==> config.mk <==
export PLATFORM = sky130hd
export DESIGN_NAME = cg_level_sequencer
export DESIGN_NICKNAME = d
export VERILOG_FILES = /design/src/rtl/cabac_rate_pkg.sv /design/src/rtl/base_level_calc.sv /design/src/rtl/cg_level_sequencer.sv
export SDC_FILE = /design/constraint.sdc
export NUM_CORES = 1
export LEC_CHECK = 0
export CAP_MARGIN = 20
export CORE_ASPECT_RATIO = 2
export CORE_UTILIZATION = 62
export CTS_CLUSTER_SIZE = 14
export DETAILED_ROUTE_END_ITERATION = 6
export DONT_BUFFER_PORTS = 1
export PLACE_DENSITY = 0.78
export SYNTH_ARGS = -nofsm -noshare
export SYNTH_HDL_FRONTEND = slang
export SYNTH_HIERARCHICAL = 1
export SYNTH_SLANG_ARGS = --single-unit
==> constraint.sdc <==
create_clock -name clk -period 4.4 [get_ports clk]
set_input_delay 1.32 -clock clk [delete_from_list [all_inputs] [get_ports clk]]
set_output_delay 1.32 -clock clk [all_outputs]
set_load 0.02 [all_outputs]
==> src/rtl/cabac_rate_pkg.sv <==
// Shared definitions for the CABAC rate-estimation blocks.
//   C1FLAG_NUMBER_DEF : default count of coefficients that get a greater1 context
//   C2FLAG_NUMBER_DEF : default greater2 flag budget per coefficient group
//   seq_state_e       : state encoding of the level sequencer FSM
package cabac_rate_pkg;

    localparam int C1FLAG_NUMBER_DEF = 4;
    localparam int C2FLAG_NUMBER_DEF = 1;

    typedef enum logic [1:0] {
        ST_IDLE   = 2'd0,
        ST_ACCEPT = 2'd1,
        ST_CALC   = 2'd2,
        ST_EMIT   = 2'd3
    } seq_state_e;

endpackage

==> src/rtl/base_level_calc.sv <==
// Base level calculator: one-cycle registered lookup of the base level
// for a coefficient from its c1Idx / c2Idx.
//   clk, rst         : clock, synchronous active-high reset
//   start            : sample c1_idx/c2_idx this cycle
//   c1_idx, c2_idx   : running greater1 / greater2 indices
//   done             : result valid, exactly one cycle after start
//   base_level       : 3, 2 or 1
module base_level_calc
    import cabac_rate_pkg::*;
#(
    parameter int C1FLAG_NUMBER = C1FLAG_NUMBER_DEF,
    parameter int C2FLAG_NUMBER = C2FLAG_NUMBER_DEF
) (
    input  logic       clk,
    input  logic       rst,
    input  logic       start,
    input  logic [7:0] c1_idx,
    input  logic [7:0] c2_idx,
    output logic       done,
    output logic [7:0] base_level
);

    // Compare in 9 bits so a limit of 256 still works against an 8-bit index.
    localparam logic [8:0] C1_LIM = 9'(C1FLAG_NUMBER);
    localparam logic [8:0] C2_LIM = 9'(C2FLAG_NUMBER);

    logic       c1_below;
    logic       c2_below;
    logic [7:0] base_d;
    logic [7:0] base_q;
    logic       done_q;

    assign c1_below = ({1'b0, c1_idx} < C1_LIM);
    assign c2_below = ({1'b0, c2_idx} < C2_LIM);

    always_comb begin
        base_d = 8'd1;
        if (c1_below && c2_below) begin
            base_d = 8'd3;
        end else if (c1_below) begin
            base_d = 8'd2;
        end
    end

    always_ff @(posedge clk) begin
        if (rst) begin
            done_q <= 1'b0;
            base_q <= 8'd0;
        end else begin
            done_q <= start;
            if (start) begin
                base_q <= base_d;
            end
        end
    end

    assign done       = done_q;
    assign base_level = base_q;

endmodule

==> src/rtl/cg_level_sequencer.sv <==
// Coefficient-group level sequencer. Accepts absolute levels of one CG in
// reverse scan order, tracks c1Idx/c2Idx, obtains the base level from
// base_level_calc and emits base level, escape flag and remainder.
//   clk, rst           : clock, synchronous active-high reset
//   cg_start           : opens a new CG (honoured only when idle)
//   in_valid/in_ready  : input handshake; in_abs_level, in_last
//   out_valid/out_ready: output handshake; out_abs_level, out_c1_idx,
//                        out_c2_idx, out_base_level, out_escape, out_rem, out_last
//   cg_done            : one-cycle pulse when the CG completes
//   busy               : FSM not idle
module cg_level_sequencer
    import cabac_rate_pkg::*;
#(
    parameter int C1FLAG_NUMBER = C1FLAG_NUMBER_DEF,
    parameter int C2FLAG_NUMBER = C2FLAG_NUMBER_DEF
) (
    input  logic        clk,
    input  logic        rst,
    input  logic        cg_start,
    input  logic        in_valid,
    output logic        in_ready,
    input  logic [15:0] in_abs_level,
    input  logic        in_last,
    output logic        out_valid,
    input  logic        out_ready,
    output logic [15:0] out_abs_level,
    output logic [7:0]  out_c1_idx,
    output logic [7:0]  out_c2_idx,
    output logic [7:0]  out_base_level,
    output logic        out_escape,
    output logic [15:0] out_rem,
    output logic        out_last,
    output logic        cg_done,
    output logic        busy
);

    localparam logic [8:0] C1_LIM = 9'(C1FLAG_NUMBER);

    seq_state_e  state_q, state_d;
    logic [7:0]  c1_q, c1_d;
    logic [7:0]  c2_q, c2_d;
    logic [15:0] lvl_q, lvl_d;
    logic        last_q, last_d;
    logic        start_q, start_d;
    logic        cg_done_q, cg_done_d;
    logic [15:0] oabs_q, oabs_d;
    logic [7:0]  oc1_q, oc1_d;
    logic [7:0]  oc2_q, oc2_d;
    logic [7:0]  obase_q, obase_d;
    logic        oesc_q, oesc_d;
    logic [15:0] orem_q, orem_d;
    logic        olast_q, olast_d;

    logic        calc_done;
    logic [7:0]  calc_base;
    logic [15:0] base_ext;
    logic        escape;

    base_level_calc #(
        .C1FLAG_NUMBER(C1FLAG_NUMBER),
        .C2FLAG_NUMBER(C2FLAG_NUMBER)
    ) u_base_level_calc (
        .clk       (clk),
        .rst       (rst),
        .start     (start_q),
        .c1_idx    (c1_q),
        .c2_idx    (c2_q),
        .done      (calc_done),
        .base_level(calc_base)
    );

    assign base_ext = {8'd0, calc_base};
    assign escape   = (lvl_q >= base_ext);

    always_comb begin
        state_d   = state_q;
        c1_d      = c1_q;
        c2_d      = c2_q;
        lvl_d     = lvl_q;
        last_d    = last_q;
        start_d   = 1'b0;
        cg_done_d = 1'b0;
        oabs_d    = oabs_q;
        oc1_d     = oc1_q;
        oc2_d     = oc2_q;
        obase_d   = obase_q;
        oesc_d    = oesc_q;
        orem_d    = orem_q;
        olast_d   = olast_q;

        unique case (state_q)
            ST_IDLE: begin
                if (cg_start) begin
                    state_d = ST_ACCEPT;
                    c1_d    = 8'd0;
                    c2_d    = 8'd0;
                end
            end
            ST_ACCEPT: begin
                if (in_valid) begin
                    if (in_abs_level != 16'd0) begin
                        lvl_d   = in_abs_level;
                        last_d  = in_last;
                        start_d = 1'b1;
                        state_d = ST_CALC;
                    end else if (in_last) begin
                        // Zero level closing the CG: nothing to emit.
                        cg_done_d = 1'b1;
                        state_d   = ST_IDLE;
                    end
                end
            end
            ST_CALC: begin
                if (calc_done) begin
                    oabs_d  = lvl_q;
                    oc1_d   = c1_q;
                    oc2_d   = c2_q;
                    obase_d = calc_base;
                    oesc_d  = escape;
                    orem_d  = escape ? (lvl_q - base_ext) : 16'd0;
                    olast_d = last_q;
                    state_d = ST_EMIT;
                end
            end
            ST_EMIT: begin
                if (out_ready) begin
                    if (c1_q != 8'hFF) begin
                        c1_d = c1_q + 8'd1;
                    end
                    // greater2 budget only consumed by coefficients that still
                    // carried a greater1 context.
                    if ((oabs_q > 16'd1) && ({1'b0, c1_q} < C1_LIM) && (c2_q != 8'hFF)) begin
                        c2_d = c2_q + 8'd1;
                    end
                    if (olast_q) begin
                        cg_done_d = 1'b1;
                        state_d   = ST_IDLE;
                    end else begin
                        state_d = ST_ACCEPT;
                    end
                end
            end
            default: state_d = ST_IDLE;
        endcase
    end

    always_ff @(posedge clk) begin
        if (rst) begin
            state_q   <= ST_IDLE;
            c1_q      <= 8'd0;
            c2_q      <= 8'd0;
            lvl_q     <= 16'd0;
            last_q    <= 1'b0;
            start_q   <= 1'b0;
            cg_done_q <= 1'b0;
            oabs_q    <= 16'd0;
            oc1_q     <= 8'd0;
            oc2_q     <= 8'd0;
            obase_q   <= 8'd0;
            oesc_q    <= 1'b0;
            orem_q    <= 16'd0;
            olast_q   <= 1'b0;
        end else begin
            state_q   <= state_d;
            c1_q      <= c1_d;
            c2_q      <= c2_d;
            lvl_q     <= lvl_d;
            last_q    <= last_d;
            start_q   <= start_d;
            cg_done_q <= cg_done_d;
            oabs_q    <= oabs_d;
            oc1_q     <= oc1_d;
            oc2_q     <= oc2_d;
            obase_q   <= obase_d;
            oesc_q    <= oesc_d;
            orem_q    <= orem_d;
            olast_q   <= olast_d;
        end
    end

    assign in_ready       = (state_q == ST_ACCEPT);
    assign out_valid      = (state_q == ST_EMIT);
    assign busy           = (state_q != ST_IDLE);
    assign cg_done        = cg_done_q;
    assign out_abs_level  = oabs_q;
    assign out_c1_idx     = oc1_q;
    assign out_c2_idx     = oc2_q;
    assign out_base_level = obase_q;
    assign out_escape     = oesc_q;
    assign out_rem        = orem_q;
    assign out_last       = olast_q;

endmodule

==> impl_metrics.tcl, run 1 <==
set metrics [dict create \
    outcome "complete, no violations" \
    remaining_drc_errors 0 \
    overflow 0 \
    synth_edf_count 0 \
    route.final.wire_length_mm 10.3 \
    number_of_hold_slack_violations_in_the_final_timing_report 0 \
    layout.nets 548 \
    synth_sequential_area_ratio 0.456 \
    post-cts-setup-buffers 0 \
    antenna_cells_inserted 0 \
    floorplan.initialDensity 0.645 \
    antenna_found_initial 0 \
    syn2layout_area_growth_pct 6.71 \
    cts_resized 0 \
    synth_largest_type_area_fraction 0.456 \
    drt-initial-drc-count 224 \
    number_of_different_library_cells_in_the_post_synthesis_netlist 49 \
    timing.max_slew.rel_slack 0.349 \
    post_synth_main_area_contributors "sky130_fd_sc_hd__dfxtp_1 46%, sky130_fd_sc_hd__nand2_1 10%, sky130_fd_sc_hd__a21oi_1 6.7%" \
    setup.worst_path.start_class "register" \
    grt_first_pass_wirelength_mm 16.2 \
    design.core.area_um2 6670 \
    n_fill_cell 570 \
    vias_per_cell 5.79 \
    grt_usage 0.301 \
    tritoncts "done" \
    cts.root.buffer_cell "sky130_fd_sc_hd__clkbuf_16" \
    layout.cells.most_common_list "116 x sky130_fd_sc_hd__nand2_1, 98 x sky130_fd_sc_hd__dfxtp_1, 58 x sky130_fd_sc_hd__a21oi_1, 53 x sky130_fd_sc_hd__nor2_1, 20 x sky130_fd_sc_hd__o21ai_0" \
    timing.final.crit_share 0.645 \
    final_core_utilization 0.688 \
    design.die.area_um2 7300 \
    die_y_um 120 \
    finalMaxSlewViolations 0 \
    crit_path_max_incr_delay_ps 510 \
    drive_above_1_share 0.0559 \
    die_w_um 60.9 \
    syn_area_um2 4310 \
    cp_slowest_cell "sky130_fd_sc_hd__dfxtp_1" \
    dr_total_vias 3517 \
    gp_congestion 0.883 \
    port_buffers 0 \
    num_rows 42 \
    critPathKind "reg -> out" \
    grt_pass1_vias 3395 \
    max_slew.worst_pin.slew_ps 974 \
    syn_area_per_cell_um2 8.15 \
    maxCapViolations 0 \
    timing.clock.skew_ps 8.24 \
    detail-route-antenna-nets 0 \
    post_cts_hold_fix_bufs 0 \
    synth_ff_type "sky130_fd_sc_hd__dfxtp_1" \
    routedWlPerCell_um 17.0 \
    cts.path.max_buffers 2 \
    num_io_pins 84 \
    async_s_r_ff_share_synth 0 \
    finalWorstPathRequiredPeriod_ps 2840 \
    data_arrival_time_of_the_critical_path_ps 1520 \
    detailedPlacementHpwl_mm 7.34 \
    finalSetupTns_ps 0 \
    most_common_library_cell_in_the_layout_ignoring_fill_and_taps "sky130_fd_sc_hd__nand2_1" \
    crit_fanout 10 \
    cp-end-kind "output port" \
    timing.hold.worst_path_depth 2 \
    synth_seq_cells 98 \
    number_of_setup_violations_in_the_final_report 0 \
    clkLatencyLatePin_ps 350 \
    ys.warnings.count 6 \
    cp_cell_sequence "nand2_1 > inv_1" \
    grt_setup_unrepaired "no" \
    htree_num_levels 3 \
    static-leakage-power_nw 1.76 \
    clock-sinks 98 \
    cts_buffers 9 \
    synth_cells 528 \
    required_ps 3080 \
    grt_start_max_net_pins 81 \
    timing.hold.worst.class "reg -> reg" \
    timing.reg2reg.worst_path_depth 10 \
    max_freq_mhz 352 \
    drt-pass1-iter-count 4 \
    ir_worst_vdd_v 0.000414 \
    cts.reportedPaths.clkPinSlew_ps 70 \
    power_density_nw_per_um2 400 \
    cell_taking_the_most_area_after_synthesis "sky130_fd_sc_hd__dfxtp_1" \
]
==> stage by stage <==
step | cells | area (µm²) | power [mW] | hold WS [ps] | setup WS (ps)
final | 607 | 4590 | 1.84 | 457 | 1560
after global routing | 607 | 4590 | 1.88 | 489 | 1480
after CTS | 607 | 4590 | 1.84 | 459 | 1570
after detailed placement | 592 | 4300 | 1.07 | 449 | 1340
after global placement | 592 | 4300 | 1.06 | 437 | 1440
after floorplan | 533 | 4320 | 1.05 | 432 | 1650
==> cells in the mapped netlist, types with 2 or more instances <==
cell / n
sky130_fd_sc_hd__nand3_1: 7
sky130_fd_sc_hd__inv_1: 15
sky130_fd_sc_hd__buf_2: 2
sky130_fd_sc_hd__a21oi_1: 58
sky130_fd_sc_hd__and3_1: 2
sky130_fd_sc_hd__o21a_1: 3
sky130_fd_sc_hd__clkbuf_1: 20
sky130_fd_sc_hd__nor2b_1: 3
sky130_fd_sc_hd__o21ai_0: 20
sky130_fd_sc_hd__or2_2: 5
sky130_fd_sc_hd__a31oi_1: 2
sky130_fd_sc_hd__ha_1: 10
sky130_fd_sc_hd__xnor2_1: 6
sky130_fd_sc_hd__nor4_2: 3
sky130_fd_sc_hd__buf_4: 6
sky130_fd_sc_hd__nand2b_1: 6
sky130_fd_sc_hd__nor4_1: 13
sky130_fd_sc_hd__dfxtp_1: 98
sky130_fd_sc_hd__nand2_1: 116
sky130_fd_sc_hd__nor2_1: 54
sky130_fd_sc_hd__mux2i_1: 19
sky130_fd_sc_hd__nor3_1: 2
sky130_fd_sc_hd__nand4_1: 7
sky130_fd_sc_hd__or3_1: 3
sky130_fd_sc_hd__xor2_1: 11
sky130_fd_sc_hd__a211oi_1: 5
sky130_fd_sc_hd__o31ai_1: 3
sky130_fd_sc_hd__or4_1: 2
sky130_fd_sc_hd__o31a_1: 2
sky130_fd_sc_hd__a21o_1: 5
sky130_fd_sc_hd__or2_4: 2
==> report_power, final <==
group	leakage [nW]	switching, mW	internal (mW)
Combinational	0.829	0.0760	0.0602
Clock	0.136	0.346	0.442
Sequential	0.791	0.0167	0.896
Total	1.76	0.438	1.40
==> cells by family (layout without fill, tap and decap cells) <==
| family | Yosys count | after routing | synth area share |
|---|---|---|---|
| adder cells (fa/ha/maj) | 11 | 11 | 0.0337 |
| AO/OA/AOI/OAI | 107 | 107 | 0.143 |
| flip-flops | 98 | 98 | 0.456 |
| multiplexers | 19 | 19 | 0.0442 |
| XOR/XNOR | 17 | 17 | 0.0346 |
| AND/OR/NAND/NOR | 230 | 230 | 0.241 |
| other | 1 | 6 | 0.000871 |
| buffers and inverters | 45 | 31 | 0.0471 |
==> worst max-delay path, delay by kind of cell, from the launching register on <==
family,cells,cell delay [ps]
DFF,1,510
buffers and inverters,1,400
and+or+nand+nor,1,260
==> area by class of cell <==
cell class / instances / area, µm² / share of cell area
Timing Repair Buffer: 1 / 7.51 / 0.00163
Inverter: 15 / 56.3 / 0.0123
Clock buffer: 10 / 229 / 0.0498
Sequential cell: 98 / 1960 / 0.427
Multi-Input combinational cell: 390 / 2170 / 0.472
Tap cell: 88 / 110 / 0.0240
Clock inverter: 5 / 62.6 / 0.0136
==> path summary, 6_finish.rpt <==
| kind | to | start | slack, ps |
|---|---|---|---|
| max | out_valid | state_q[0] | 1560 |
| min | out_last | last_q | 460 |
| max reg2reg | out_rem[11] | lvl_q[0] | 1750 |
| min reg2reg | out_last | last_q | 460 |
==> metal layers <==
metal / vias up / part of all wire / track usage
li1: 1757 / - / -
met1: 1616 / 0.36 / 0.313
met2: 113 / 0.55 / 0.533
met3: 31 / 0.054 / 0.0776
met4: 0 / 0.039 / 0.141
met5: - / 0 / 0
==> sequential cells by signal, indices dropped and copies added, names as in the netlist, named ones only <==
name	count
lvl_q	16
out_abs_level	16
out_rem	16
c1_q	8
c2_q	8
out_base_level	8
out_c1_idx	8
out_c2_idx	8
u_base_level_calc/base_level	2
cg_done	1
last_q	1
out_escape	1
out_last	1
start_q	1
state_q	1
u_base_level_calc/done	1
Power figures use the tool's default switching activity.
==> inputs of run 2 (changes only) <==
- ABC_AREA: unset -> 1
- CORE_UTILIZATION: 62 -> 57
- PLACE_DENSITY: 0.78 -> 0.75
- clock period: 4.4 -> 2.6 ns (I/O delays scaled with it)
==> run 2 against run 1 <==
  * Sequential power rose by 81%
  * Sequential share of layout area fell by 3.9 points
  * Hold slack improved by 20 ps
  * Wire length rose by 19%
  * Total power rose by 110%
  * Clock skew fell by 1.9 ps
  * Die area rose by 19%
  * Flip-flop and latch count did not move
  * Area after synthesis rose by 9.6%
  * Critical path type is now reg -> reg
  * Largest power group unchanged
==> impl_metrics.tcl, run 2 <==
set metrics [dict create \
    timing.max_slew.rel_slack 0.558 \
    synth_ff_type "sky130_fd_sc_hd__dfxtp_1" \
    pre_cts_slack_ps 476 \
    finalSetupTns_ps 0 \
    timing.final.crit_share 0.813 \
    drive_above_1_share 0.0529 \
    vias_per_cell 5.63 \
    regArea_um2 1960 \
    timing.critical_path.mode_cell "sky130_fd_sc_hd__nand3_1" \
    layout.nets 709 \
    cts.path.max_buffers 2 \
    final_design_area_no_fill_um2 5050 \
    global_route.usage.met2 0.545 \
    post_cts_hold_fix_bufs 0 \
    clock-sinks 98 \
    routedWlPerCell_um 15.8 \
    cts_buffers 9 \
    static-leakage-power_nw 2.13 \
    number_of_hold_slack_violations_in_the_final_timing_report 0 \
    cp_cell_sequence "inv_1 > ha_1 > fa_1 > inv_1 > nand3_1 > nand3_1 > nand2_1 > nand3_1 > nand2_1 > inv_2 > o21ai_0 > a21oi_1" \
    data_arrival_time_of_the_critical_path_ps 2410 \
    cp_slowest_cell "sky130_fd_sc_hd__fa_1" \
    placed_area_um2 4740 \
    finalWorstPathRequiredPeriod_ps 2110 \
    cts.root.buffer_cell "sky130_fd_sc_hd__clkbuf_16" \
    cell_taking_the_most_area_after_synthesis "sky130_fd_sc_hd__dfxtp_1" \
    ys.warnings.count 6 \
    clkLatencyLatePin_ps 350 \
    synth_cells 688 \
    total_power_mw 3.81 \
    antenna_found_initial 0 \
    required_ps 2890 \
    cts.reportedPaths.clkPinSlew_ps 70 \
    crit_fanout 14 \
    grt_pass1_vias 4111 \
    syn_area_um2 4720 \
    crit_path_max_incr_delay_ps 410 \
    syn_area_per_cell_um2 6.86 \
    layout.cells.most_common_list "132 x sky130_fd_sc_hd__nand2_1, 111 x sky130_fd_sc_hd__nor2_1, 98 x sky130_fd_sc_hd__dfxtp_1, 76 x sky130_fd_sc_hd__a21oi_1, 67 x sky130_fd_sc_hd__inv_1" \
    die_y_um 131 \
    num_io_pins 84 \
    groute.layer.met1.usage 0.276 \
    tritoncts "done" \
    cts_resized 0 \
    synth_edf_count 0 \
    num_rows 46 \
    critPathTopFamily "adder cells" \
    route.final.wire_length_mm 12.3 \
    worst_slack_ps 485 \
    die_w_um 66.4 \
    gr-usage-met3 0.0955 \
    final_core_utilization 0.632 \
    drt-initial-drc-count 282 \
    setup.worst_path.start_class "register" \
    detailedPlacementHpwl_mm 9.13 \
    htree_num_levels 3 \
    ir_worst_vdd_v 0.000455 \
    gp_congestion 1.04 \
    crit_buf_inv 3 \
    number_of_setup_violations_in_the_final_report 0 \
    floorplan.initialDensity 0.590 \
    outcome "complete, no violations" \
    async_s_r_ff_share_synth 0 \
    max_freq_mhz 473 \
    timing.hold.worst.class "reg -> reg" \
    multi_input_comb_area_um2 2350 \
    maxCapViolations 0 \
    most_common_library_cell_in_the_layout_ignoring_fill_and_taps "sky130_fd_sc_hd__nand2_1" \
    post_synth_main_area_contributors "sky130_fd_sc_hd__dfxtp_1 42%, sky130_fd_sc_hd__nand2_1 10%, sky130_fd_sc_hd__nor2_1 8.8%" \
    dr_total_vias 4373 \
    synthTopCellsByCount "132 x sky130_fd_sc_hd__nand2_1, 111 x sky130_fd_sc_hd__nor2_1, 98 x sky130_fd_sc_hd__dfxtp_1" \
    synth_largest_type_area_fraction 0.416 \
    drt-pass1-iter-count 5 \
    synth_seq_cells 98 \
    timing.clock.skew_ps 6.30 \
    grt_usage 0.303 \
    max_slew.worst_pin.slew_ps 662 \
    critPathKind "reg -> reg" \
    cp-end-kind "register" \
    antenna_cells_inserted 0 \
    overflow 0 \
    grt_setup_unrepaired "no" \
    design.core.area_um2 8000 \
    post-synth-top-count-cell "sky130_fd_sc_hd__nand2_1" \
    grt_start_max_net_pins 55 \
    top_usage_layer "met2" \
    post-cts-setup-buffers 0 \
    grt_first_pass_wirelength_mm 19.3 \
    finalMaxSlewViolations 0 \
    design.die.area_um2 8670 \
    number_of_different_library_cells_in_the_post_synthesis_netlist 30 \
    n_fill_cell 782 \
    power_density_nw_per_um2 754 \
    syn2layout_area_growth_pct 7.05 \
    detail-route-antenna-nets 0 \
    synth_sequential_area_ratio 0.416 \
    port_buffers 0 \
    remaining_drc_errors 0 \
]
==> run 2: cell count changes after synthesis, sizes merged, moves of 6 or more <==
cell and change:
a21oi +19, inv +57, mux2i -19, nand2 +20
nand2b -6, nand3 +41, nor2 +58, nor3 +6
nor4 -16, o21ai +40
==> run 2: logic make-up (layout without fill, tap and decap cells) <==
| group | Yosys count | count (layout) | synth area share |
|---|---|---|---|
| simple gates | 316 | 316 | 0.281 |
| compound gates | 142 | 142 | 0.153 |
| buf+inv | 105 | 93 | 0.0909 |
| flops | 98 | 98 | 0.416 |
| xor+xnor | 15 | 15 | 0.0278 |
| fa+ha+maj | 11 | 11 | 0.0307 |
| other cells | 1 | 6 | 0.000794 |
==> run 2: worst register-to-register path, stage by stage, from the launching register on <==
cell                      delay (ps)
sky130_fd_sc_hd__dfxtp_1         310
sky130_fd_sc_hd__inv_1            60
sky130_fd_sc_hd__ha_1            220
sky130_fd_sc_hd__fa_1            420
sky130_fd_sc_hd__inv_1           120
sky130_fd_sc_hd__nand3_1          80
sky130_fd_sc_hd__nand3_1         110
sky130_fd_sc_hd__nand2_1         100
sky130_fd_sc_hd__nand3_1          90
sky130_fd_sc_hd__nand2_1         100
sky130_fd_sc_hd__inv_2           210
sky130_fd_sc_hd__o21ai_0         130
sky130_fd_sc_hd__a21oi_1         120
==> run 2: through the flow <==
stage          hold slack (ps)  instances
4_1_cts                    479        777
6_report                   476        777
5_1_grt                    479        777
2_1_floorplan              437        693
3_3_place_gp               459        761
3_5_place_dp               470        761
==> run 2: cell type report <==
type,count,share of cell area
tap,96,0.0238
multi-input combinational,490,0.465
clock inverter,5,0.0124
inverter,72,0.0535
clock buffer,11,0.0500
sequential,98,0.388
timing repair buffer,5,0.00743
==> run 2: final timing paths <==
| kind | start | end | slack (ps) | cells past startpoint |
|---|---|---|---|---|
| setup / recovery | lvl_q[0] | out_rem[12] | 490 | 12 |
| hold / removal | last_q | last_q | 480 | 2 |
| setup reg to reg | lvl_q[0] | out_rem[12] | 490 | 12 |
| hold reg to reg | last_q | last_q | 480 | 2 |
==> run 2: metal layers <==
layer	part of all wire	wire, µm	up-vias
met1	0.34	4240	1996
met5	0	0	-
met2	0.54	6610	136
li1	-	-	2177
met4	0.068	839	0
met3	0.050	612	64
==> run 2: power breakdown <==
| group | internal, mW | leakage (nW) | total (mW) | switching [mW] |
|---|---|---|---|---|
| Sequential | 1.57 | 0.793 | 1.65 | 0.0815 |
| Combinational | 0.236 | 1.19 | 0.774 | 0.538 |
| Clock | 0.801 | 0.148 | 1.38 | 0.583 |
